## src/rtl/multdiv_pkg.sv

```systemverilog
// Shared encodings for the iterative multiply/divide unit: op codes, FSM states, counter sizing.
package multdiv_pkg;

   localparam int unsigned DEF_WIDTH = 32;

   typedef enum logic [1:0] {
      OP_MULT  = 2'b00,
      OP_DIV   = 2'b01,
      OP_MULTU = 2'b10,
      OP_DIVU  = 2'b11
   } op_e;

   typedef enum logic [1:0] {
      ST_IDLE = 2'b00,
      ST_RUN  = 2'b01,
      ST_DONE = 2'b10
   } state_e;

   // Step counter must hold 0..WIDTH-1
   function automatic int unsigned cnt_width(input int unsigned w);
      return (w > 1) ? $clog2(w) : 1;
   endfunction

endpackage

```

## src/rtl/div_core.sv

```systemverilog
// Restoring divider datapath: one shift-subtract step per cycle on operand magnitudes,
// with the quotient/remainder sign fix-up applied to the post-step values.
module div_core
   import multdiv_pkg::*;
#(
   parameter int unsigned WIDTH = DEF_WIDTH
) (
   input  logic             clk,
   input  logic             reset,
   input  logic             load,
   input  logic             step,
   input  logic             sgn,
   input  logic [WIDTH-1:0] a,
   input  logic [WIDTH-1:0] b,
   output logic [WIDTH-1:0] quo_c,
   output logic [WIDTH-1:0] rem_c
);

   logic [WIDTH-1:0] rem, quo, dvs, rem_nx, quo_nx;
   logic [WIDTH:0]   r_sh, diff;
   logic             neg_q, neg_r, ge;

   assign r_sh   = {rem, quo[WIDTH-1]};
   assign diff   = r_sh - {1'b0, dvs};
   assign ge     = ~diff[WIDTH];
   assign rem_nx = ge ? diff[WIDTH-1:0] : r_sh[WIDTH-1:0];
   assign quo_nx = {quo[WIDTH-2:0], ge};

   // Quotient truncates toward zero; remainder follows the dividend's sign
   assign quo_c = neg_q ? WIDTH'(0) - quo_nx : quo_nx;
   assign rem_c = neg_r ? WIDTH'(0) - rem_nx : rem_nx;

   always_ff @(posedge clk) begin
      if (!reset) begin
         rem   <= '0;
         quo   <= '0;
         dvs   <= '0;
         neg_q <= 1'b0;
         neg_r <= 1'b0;
      end else if (load) begin
         rem   <= '0;
         quo   <= (sgn && a[WIDTH-1]) ? WIDTH'(0) - a : a;
         dvs   <= (sgn && b[WIDTH-1]) ? WIDTH'(0) - b : b;
         neg_q <= sgn && (a[WIDTH-1] ^ b[WIDTH-1]);
         neg_r <= sgn && a[WIDTH-1];
      end else if (step) begin
         rem   <= rem_nx;
         quo   <= quo_nx;
      end
   end

endmodule

```

## src/rtl/mult_div_unit.sv

```systemverilog
// Iterative MULT/MULTU (radix-2 Booth) and DIV/DIVU unit with HI/LO result registers.
// Divider is built only when MULTDIV_DIV_EN is defined; otherwise DIV/DIVU finish as unsupported ops.
module mult_div_unit
   import multdiv_pkg::*;
#(
   parameter int unsigned WIDTH = DEF_WIDTH
) (
   input  logic             clk,
   input  logic             reset,
   input  logic             start,
   input  logic [1:0]       op,
   input  logic [WIDTH-1:0] a_in,
   input  logic [WIDTH-1:0] b_in,
   output logic             busy,
   output logic             done,
   output logic             div_zero,
   output logic [WIDTH-1:0] hi_out,
   output logic [WIDTH-1:0] lo_out
);

   localparam int unsigned CW = cnt_width(WIDTH);

   state_e           state, state_nxt;
   logic [CW-1:0]    cnt;
   logic             accept, last, op_is_div, op_signed, bypass;
   logic             busy_d, done_d, div_zero_d;
   logic [WIDTH-1:0] hi_d, lo_d;

   logic [WIDTH:0]   acc, mcand, acc_nx;
   logic [WIDTH+1:0] sum;
   logic [WIDTH-1:0] q, q_nx, hi_mul;
   logic             q_m1, ucorr;

   assign op_is_div = (op == OP_DIV) || (op == OP_DIVU);
   assign op_signed = (op == OP_MULT) || (op == OP_DIV);
   assign accept    = (state == ST_IDLE) && start;
   assign last      = (state == ST_RUN) && (cnt == CW'(WIDTH - 1));

`ifdef MULTDIV_DIV_EN
   logic             is_div, dz_pend;
   logic [WIDTH-1:0] quo_res, rem_res;

   assign bypass = op_is_div && (b_in == '0);

   always_ff @(posedge clk) begin
      if (!reset) begin
         is_div  <= 1'b0;
         dz_pend <= 1'b0;
      end else if (accept) begin
         is_div  <= op_is_div;
         dz_pend <= bypass;
      end else if (state == ST_DONE) begin
         dz_pend <= 1'b0;
      end
   end

   div_core #(.WIDTH(WIDTH)) u_div_core (
      .clk   (clk),
      .reset (reset),
      .load  (accept && op_is_div && !bypass),
      .step  ((state == ST_RUN) && is_div),
      .sgn   (op_signed),
      .a     (a_in),
      .b     (b_in),
      .quo_c (quo_res),
      .rem_c (rem_res)
   );
`else
   assign bypass = op_is_div;
`endif

   // Booth step on a WIDTH+1 multiplicand; the extra sum bit absorbs add/sub growth before the shift
   always_comb begin
      sum = {acc[WIDTH], acc};
      case ({q[0], q_m1})
         2'b10:   sum = {acc[WIDTH], acc} - {mcand[WIDTH], mcand};
         2'b01:   sum = {acc[WIDTH], acc} + {mcand[WIDTH], mcand};
         default: sum = {acc[WIDTH], acc};
      endcase
   end

   assign acc_nx = sum[WIDTH+1:1];
   assign q_nx   = {sum[0], q[WIDTH-1:1]};
   // Booth reads the multiplier as signed; an unsigned multiplier with MSB set needs +A<<WIDTH
   assign hi_mul = acc_nx[WIDTH-1:0] + (ucorr ? mcand[WIDTH-1:0] : WIDTH'(0));

   always_ff @(posedge clk) begin
      if (!reset) begin
         acc   <= '0;
         mcand <= '0;
         q     <= '0;
         q_m1  <= 1'b0;
         ucorr <= 1'b0;
      end else if (accept) begin
         acc   <= '0;
         mcand <= {op_signed & a_in[WIDTH-1], a_in};
         q     <= b_in;
         q_m1  <= 1'b0;
         ucorr <= ~op_signed & b_in[WIDTH-1];
      end else if (state == ST_RUN) begin
         acc   <= acc_nx;
         q     <= q_nx;
         q_m1  <= q[0];
      end
   end

   always_ff @(posedge clk) begin
      if (!reset) state <= ST_IDLE;
      else        state <= state_nxt;
   end

   always_comb begin
      state_nxt = state;
      case (state)
         ST_IDLE: if (start) state_nxt = bypass ? ST_DONE : ST_RUN;
         ST_RUN:  if (last)  state_nxt = ST_DONE;
         ST_DONE: state_nxt = ST_IDLE;
         default: state_nxt = ST_IDLE;
      endcase
   end

   always_comb begin
      busy_d     = (state_nxt != ST_IDLE);
      done_d     = 1'b0;
      div_zero_d = 1'b0;
      hi_d       = hi_out;
      lo_d       = lo_out;
      if (last) begin
         done_d = 1'b1;
         hi_d   = hi_mul;
         lo_d   = q_nx;
`ifdef MULTDIV_DIV_EN
         if (is_div) begin
            hi_d = rem_res;
            lo_d = quo_res;
         end
`endif
      end
`ifdef MULTDIV_DIV_EN
      if ((state == ST_DONE) && dz_pend) begin
         done_d     = 1'b1;
         div_zero_d = 1'b1;
      end
`else
      if (accept && bypass) begin
         done_d     = 1'b1;
         div_zero_d = 1'b1;
      end
`endif
   end

   always_ff @(posedge clk) begin
      if (!reset) begin
         busy     <= 1'b0;
         done     <= 1'b0;
         div_zero <= 1'b0;
         hi_out   <= '0;
         lo_out   <= '0;
         cnt      <= '0;
      end else begin
         busy     <= busy_d;
         done     <= done_d;
         div_zero <= div_zero_d;
         hi_out   <= hi_d;
         lo_out   <= lo_d;
         if (accept)                cnt <= '0;
         else if (state == ST_RUN)  cnt <= cnt + CW'(1);
      end
   end

endmodule
```

## config.mk

```make
export PLATFORM = sky130hd
export DESIGN_NAME = mult_div_unit
export DESIGN_NICKNAME = d
export VERILOG_FILES = /design/src/rtl/multdiv_pkg.sv /design/src/rtl/div_core.sv /design/src/rtl/mult_div_unit.sv
export SDC_FILE = /design/constraint.sdc
export NUM_CORES = 1
export LEC_CHECK = 0
export CORE_ASPECT_RATIO = 0.8
export CORE_MARGIN = 2
export CORE_UTILIZATION = 61
export CTS_CLUSTER_SIZE = 25
export DETAILED_ROUTE_END_ITERATION = 12
export PLACE_DENSITY = 0.87
export SKIP_LAST_GASP = 1
export SYNTH_ARGS = -nofsm -noshare
export SYNTH_HDL_FRONTEND = slang
export SYNTH_SLANG_ARGS = --single-unit
```

## constraint.sdc

```tcl
create_clock -name clk -period 12.45 [get_ports clk]
set_clock_uncertainty 0.2 [all_clocks]
set_input_delay 3.1125 -clock clk [delete_from_list [all_inputs] [get_ports clk]]
set_output_delay 3.1125 -clock clk [all_outputs]
set_load 0.05 [all_outputs]
```

==> summary.md, run 1 <==
| Metric | Value |
|---|---|
| Vias in the first global route | `slightly below 10,000` |
| Final WL | `~30,000 um` |
| Crit path max fanout | `6` |
| Routed vias | `approximately 11,000` |
| Yosys top cell area share | `between 30% and 40%` |
| Final worst-path cycle share | `about half` |
| Startpoint class of the critical path | `register` |
| Wire length per cell | `roughly 17 um` |
| Hold Crit Class | `reg2reg` |
| Setup ws final | `6.30 ns` |
| Dpl hpwl | `~21,000 um` |
| Root buffer cell | `clkbuf_16` |
| Syn nets | `between 1,500 and 2,000` |
| Core area | `approximately 17,000 um2` |
| Worst setup EP type | `register` |
| First-pass GRT wire length | `about 48,000 um` |
| Endpoints failing hold | `0` |
| Synth area leader | `dfxtp_1` |
| Max-slew violation count | `0` |
| Post-CTS setup buffers | `0` |
| R2r startpoint | `mcand[6]` |
| Register area share after synthesis | `~33%` |
| Initial drt markers | `857` |
| DRC Markers | `0` |
| Starting Density | `between 60% and 70%` |
| Clock network fraction of total power | `34.3%` |
| # IOs | `about 140` |
| Worst EP arrival | `roughly 6.2 ns` |
| Final setup violation count | `0` |
| CTS tree | `done` |
| CP Class | `reg2reg` |
| Die Wd | `between 150 and 200 um` |
| Die Y | `~120 um` |
| Post-route ant nets | `0` |
| Syn Inst Count | `approximately 1,400` |
| Clock Sinks | `174` |
| Max Cap Viol | `0` |
| N_diodes | `0` |
| DR vias/cell | `just over 6` |
| Ys Warns | `0` |
| Critical Path RT | `12.53 ns` |
| Clock Tree Buf Depth | `2` |
| Minimum clock period | `between 6 and 7 ns` |
| Combinational Power Share | `26.1%` |
| Maximum clock rate | `about 160 MHz` |
| Post-synth EDFFs | `0` |
| First-pass detailed-route iteration total | `6` |
| Pint | `approximately 1 mW` |
| Worst skew pair latency | `0.45 ns` |
| Synth Flop Type | `dfxtp_1` |
| Unique cell type count in the Yosys netlist | `62` |
| Final nets | `approximately 1,600` |
| Power density cells | `121 nW/um2` |
| Share of post-route cells with drive strength above 1 | `4.13%` |
| Std cell rows | `42` |
| Synth top cells by count | `nand2_1 (279), a21oi_1 (211), dfxtp_1 (174)` |
| Synth Register Bits | `~170` |
| Status | `finished clean` |
| Worst-Margin Slew | `1.22 ns` |
| Sequential share of power | `between 30% and 40%` |
| Total Routing Usage GR | `about a third` |
| Post-place setup slack | `6.41 ns` |
| Area of the die | `18,400 um2` |
| Port bufs | `between 100 and 150` |
| Synthesized area | `roughly 11,000 um2` |
| Sum Neg Setup Slack | `0 ns` |
| Min Hold Slack | `roughly 0.25 ns` |
| Post-synth ARST share | `0%` |
| Net switching power | `about 0.52 mW` |
| Main area contributors after synthesis | `dfxtp_1 (33%), a21oi_1 (10%), nand2_1 (9.9%)` |
| P&R area growth vs syn | `19.1%` |
| Post-CTS resize count | `0` |
| CTS clk-pin slew, worst paths | `~0.070 ns` |
| Avg Inst Size Synth | `roughly 7.5 um2` |
| Setup crit start | `mcand[6]` |
| Initial antenna violation count | `0` |
| Largest net degree at the start of global routing | `65` |
| Leak | `5.03 nW` |
| CTS Buf Count | `17` |
| H-Tree Level Count | `4` |
| Slew HR | `18.9%` |
| Switching Share | `roughly a third` |
| Worst VDD drop | `0.0000780 V` |
| Routability cong. | `0.973` |
| Gr ovfl total | `0` |
| HP Start | `hi_out[8]` |
| Most numerous cell in the Yosys netlist | `nand2_1` |
| # fillers | `between 1,000 and 1,500` |
| RSZ-0062 raised after global routing | `no` |
| CTS Hold Bufs | `0` |
-- layout make-up --
cell class / instances / area [um2] / share of cell area, %
repair buffers: 147 / 1440 / 11.5
clock inverters: 14 / 146 / 1.17
inverters: 30 / 113 / 0.897
multi-input cells: 1120 / 6680 / 53.1
well taps: 220 / 275 / 2.19
flip-flops and latches: 174 / 3480 / 27.7
clock buffers: 17 / 425 / 3.39
-- final timing paths --
check | end | slack (ns) | cells after the start
worst min-delay path | hi_out[8] | 0.25 | 2
worst max register to register | hi_out[31] | 6.30 | 27
worst min register to register | hi_out[8] | 0.25 | 2
worst max-delay path | hi_out[31] | 6.30 | 27
-- power groups by stage --
stage	sequential, mW	combinational, mW	clock [mW]
6_report	0.603	0.398	0.524
5_1_grt	0.605	0.438	0.553
4_1_cts	0.602	0.392	0.528
3_5_place_dp	0.615	0.388	0
3_3_place_gp	0.614	0.383	0
2_1_floorplan	0.610	0.290	0
-- critical path, cell delays in order (launching register included) --
cell and delay, ns:
dfxtp_1 0.37, or4_4 0.57, nor4_4 0.18, nand2_1 0.11
nor2_1 0.28, a21oi_1 0.13, xor2_1 0.16, ha_1 0.35
and3_1 0.19, nor4b_1 0.14, o211ai_1 0.09, nand2_1 0.20
a21oi_1 0.28, o21ai_1 0.17, a221o_1 0.35, a21o_1 0.19
xnor2_1 0.23, o21ai_1 0.11, ha_1 0.32, inv_1 0.12
nor2_1 0.09, or3_1 0.33, o21ai_0 0.08, a21oi_1 0.11
nor4_1 0.26, a211o_1 0.16, xor2_1 0.14, a21oi_1 0.08
-- state kept, by name, summed over array words and instances, names as in the netlist --
| name | count |
|---|---|
| cnt | 5 |
| q_m1 | 1 |
| div_zero | 1 |
| state | 2 |
| hi_out | 32 |
| busy | 1 |
| q | 32 |
| lo_out | 32 |
| done | 1 |
| ucorr | 1 |
| acc | 33 |
| mcand | 33 |
-- cells by family after synthesis --
family	Yosys count	share of synthesized area (%)
DFF	174	33.0
AOI/OAI and AO/OA	450	24.6
muxes	9	0.890
and+or+nand+nor	499	21.6
adders and majority gates	72	8.69
xor gates and xnor gates	90	7.48
buffers and inverters	104	3.70
-- placed cells by master, fill, tap and decap left out, types with 6 or more instances in the layout --
cell	n
a211oi_1	13
a21o_1	32
a21oi_1	211
a31oi_1	10
and2_1	32
and3_1	16
buf_4	12
clkbuf_16	17
clkdlybuf4s50_1	135
dfxtp_1	174
ha_1	70
inv_1	27
mux2i_1	6
nand2_1	278
nand2b_1	6
nand3_1	14
nand4_1	8
nor2_1	79
nor3_1	22
o211ai_1	7
o21ai_0	82
o21ai_1	17
o21bai_1	9
o22ai_1	31
o31ai_1	8
or3_1	12
xnor2_1	47
xor2_1	43
-- per-stage QoR --
step / util (%) / cells / power, mW / instance area [um2]
5_1_grt: 75.2 / 1722 / 1.60 / 12600
6_report: 75.2 / 1722 / 1.53 / 12600
2_1_floorplan: - / 1398 / 0.900 / 10500
4_1_cts: 75.2 / 1722 / 1.52 / 12600
3_3_place_gp: 71.7 / 1691 / 0.997 / 12000
3_5_place_dp: 71.7 / 1691 / 1.00 / 12000
-- per-layer routing --
layer	vias to the layer above	routed length (um)	track usage (%)
met5	-	0	0
met4	0	1140	14.2
met3	89	2140	4.72
met2	424	13600	52.1
met1	4925	12900	44.0
li1	5073	-	-
Power figures use the tool's default switching activity.
==> inputs of run 2 (changes only) <==
--- a/config.mk
+++ b/config.mk
@@ -7,10 +7,10 @@
 export LEC_CHECK = 0
 export CORE_ASPECT_RATIO = 0.8
 export CORE_MARGIN = 2
-export CORE_UTILIZATION = 61
+export CORE_UTILIZATION = 51
 export CTS_CLUSTER_SIZE = 25
 export DETAILED_ROUTE_END_ITERATION = 12
-export PLACE_DENSITY = 0.87
+export PLACE_DENSITY = 0.77
 export SKIP_LAST_GASP = 1
 export SYNTH_ARGS = -nofsm -noshare
 export SYNTH_HDL_FRONTEND = slang
==> constraint.sdc (replaced) <==
create_clock -name clk -period 5.4 [get_ports clk]
set_clock_uncertainty 0.2 [all_clocks]
set_input_delay 1.35 -clock clk [delete_from_list [all_inputs] [get_ports clk]]
set_output_delay 1.35 -clock clk [all_outputs]
set_load 0.05 [all_outputs]
==> summary.md, run 2 (same netlist as run 1, synthesis figures left out) <==
| Metric | Value |
|---|---|
| Sequential share of power | `approximately 36%` |
| Setup ws final | `-0.202 ns` |
| Net switching power | `1.29 mW` |
| Wire length per cell | `roughly 17 um` |
| FF-to-FF End | `hi_out[24]` |
| Clock network fraction of total power | `32.0%` |
| Power density cells | `~270 nW/um2` |
| Clock Tree Buf Depth | `2` |
| Die Wd | `between 150 and 200 um` |
| Failing checks | `negative setup slack` |
| Initial antenna violation count | `0` |
| Worst setup EP type | `register` |
| Maximum clock rate | `between 150 and 200 MHz` |
| Hold Crit Class | `reg2reg` |
| Max-slew violation count | `0` |
| Clock Sinks | `174` |
| DRC Markers | `0` |
| Final nets | `~1,800` |
| DR vias/cell | `about 5.8` |
| Root buffer cell | `clkbuf_16` |
| Port bufs | `roughly 140` |
| Most used cell, CP | `buf_4` |
| Post-route ant nets | `0` |
| Std cell rows | `between 40 and 50` |
| Worst-Margin Slew | `about 1.1 ns` |
| Initial drt markers | `about 900` |
| Dpl hpwl | `~23,000 um` |
| H-Tree Level Count | `4` |
| Die Y | `133 um` |
| Worst skew pair latency | `0.45 ns` |
| R2R cell count | `29` |
| Status | `finished with violations` |
| Regs by FF count | `acc (33), mcand (33)` |
| CTS tree | `done` |
| Crit path max fanout | `4` |
| Worst VDD drop | `0.000167 V` |
| Final WL | `32,300 um` |
| # IOs | `between 100 and 150` |
| Switching Share | `between 30% and 40%` |
| CTS Buf Count | `17` |
| CTS Hold Bufs | `0` |
| Routability cong. | `about 0.94` |
| Commonest cells after routing, fill and taps aside | `nand2_1 (275), a21oi_1 (200), dfxtp_1 (171), buf_4 (148), clkdlybuf4s50_1 (135)` |
| Startpoint class of the critical path | `register` |
| Hold Crit Depth | `2` |
| Final worst-path cycle share | `104%` |
| CTS clk-pin slew, worst paths | `around 0.070 ns` |
| CP Class | `reg2reg` |
| CP max stage delay | `between 0.3 and 0.4 ns` |
| First-pass GRT wire length | `approximately 51,000 um` |
| Gr ovfl total | `0` |
| Pint | `between 2 and 3 mW` |
| RSZ-0062 raised after global routing | `yes` |
| Largest net degree at the start of global routing | `55` |
| Combinational Power Share | `between 30% and 40%` |
| Critical Path RT | `roughly 5.5 ns` |
| Share of post-route cells with drive strength above 1 | `approximately 16%` |
| Max Cap Viol | `0` |
| Endpoints failing hold | `0` |
| Most common library cell in the layout ignoring fill and taps | `nand2_1` |
| Area of the die | `~22,000 um2` |
| Vias in the first global route | `10,300` |
| R2r startpoint | `mcand[0]` |
| Worst reg-to-reg setup slack | `-0.20 ns` |
| Placed instance area | `13,000 um2` |
| P&R area growth vs syn | `33.7%` |
| Hold EP | `hi_out[3]` |
| Final setup violation count | `8` |
| Starting Density | `roughly half` |
| Total Routing Usage GR | `between 20% and 30%` |
| HP Start | `hi_out[3]` |
| Final Core Density | `between 60% and 70%` |
| N_diodes | `0` |
| Leak | `around 5.8 nW` |
| Routed vias | `approximately 11,000` |
| Minimum clock period | `~5.6 ns` |
| Fin area | `between 10,000 and 15,000 um2` |
| Worst EP arrival | `roughly 5.7 ns` |
| Slew HR | `around a quarter` |
| First-pass detailed-route iteration total | `6` |
| Core area | `20,500 um2` |
| Crit-path slowest cell | `a2111oi_2` |
| Final Power | `roughly 3.8 mW` |
| Post-place setup slack | `-0.200 ns` |
-- run 2: how the worst max path moves through the flow --
stage / cells past startpoint / from / to
3_5_place_dp: 24 / mcand[5] / hi_out[29]
6_report: 29 / mcand[0] / hi_out[24]
2_1_floorplan: 25 / mcand[5] / hi_out[31]
4_1_cts: 26 / mcand[5] / hi_out[31]
3_3_place_gp: 26 / mcand[5] / hi_out[31]
5_1_grt: 29 / mcand[0] / hi_out[24]
-- run 2: per-layer routing --
layer	up-vias	global-route usage, %	wire length (um)
met1	5162	38.2	14300
li1	5375	-	-
met4	0	10.5	958
met5	-	0	0
met3	75	4.23	1770
met2	396	48.1	15200
-- run 2: area by class of cell --
| class | count | area [um2] |
|---|---|---|
| fill | 1679 | 6370 |
| timing repair buffer | 288 | 2530 |
| tap | 269 | 337 |
| inverter | 30 | 113 |
| clock buffer | 18 | 439 |
| clock inverter | 14 | 143 |
| sequential | 174 | 3490 |
| multi-input combinational | 1120 | 7050 |
-- run 2: per-stage QoR --
step | TNS [ns] | cells | hold slack (ns)
6_report | -0.802 | 1913 | 0.252
5_1_grt | -4.05 | 1913 | 0.268
4_1_cts | -0.146 | 1904 | 0.255
3_5_place_dp | -0.809 | 1867 | 0.246
3_3_place_gp | -0.488 | 1867 | 0.238
2_1_floorplan | 0 | 1398 | 0.240
-- run 2: power by group through the flow --
stage	clock [mW]	combinational (mW)	sequential [mW]
after CTS	1.23	1.10	1.38
after global placement	0	1.05	1.41
final	1.22	1.20	1.39
after global routing	1.29	1.31	1.39
after floorplan	0	0.669	1.41
after detailed placement	0	1.06	1.41
-- run 2: what timing repair did --
item | in CTS | in global routing
setup buffers | 5 | 9
pin swaps | 9 | 28
gates resized for setup | 19 | 72
endpoints found under the setup margin | 9 | 17
cloned | 0 | 0
-- run 2: critical path, delay by kind of cell, from the launching register on --
kind | cells | cell delay (ns)
AO/OA/AOI/OAI | 11 | 1.96
AND/OR/NAND/NOR | 7 | 1.05
adder cells (fa/ha/maj) | 3 | 0.75
buffers and inverters | 5 | 0.66
XOR/XNOR | 3 | 0.48
flip-flops | 1 | 0.35
==> inputs of run 3 (changes only) <==
--- a/config.mk
+++ b/config.mk
@@ -5,6 +5,7 @@
 export SDC_FILE = /design/constraint.sdc
 export NUM_CORES = 1
 export LEC_CHECK = 0
+export ABC_AREA = 0
 export CORE_ASPECT_RATIO = 0.8
 export CORE_MARGIN = 2
 export CORE_UTILIZATION = 51
==> results of run 3 <==
No change in the layout: final DEF, timing and power equal those of run 2.
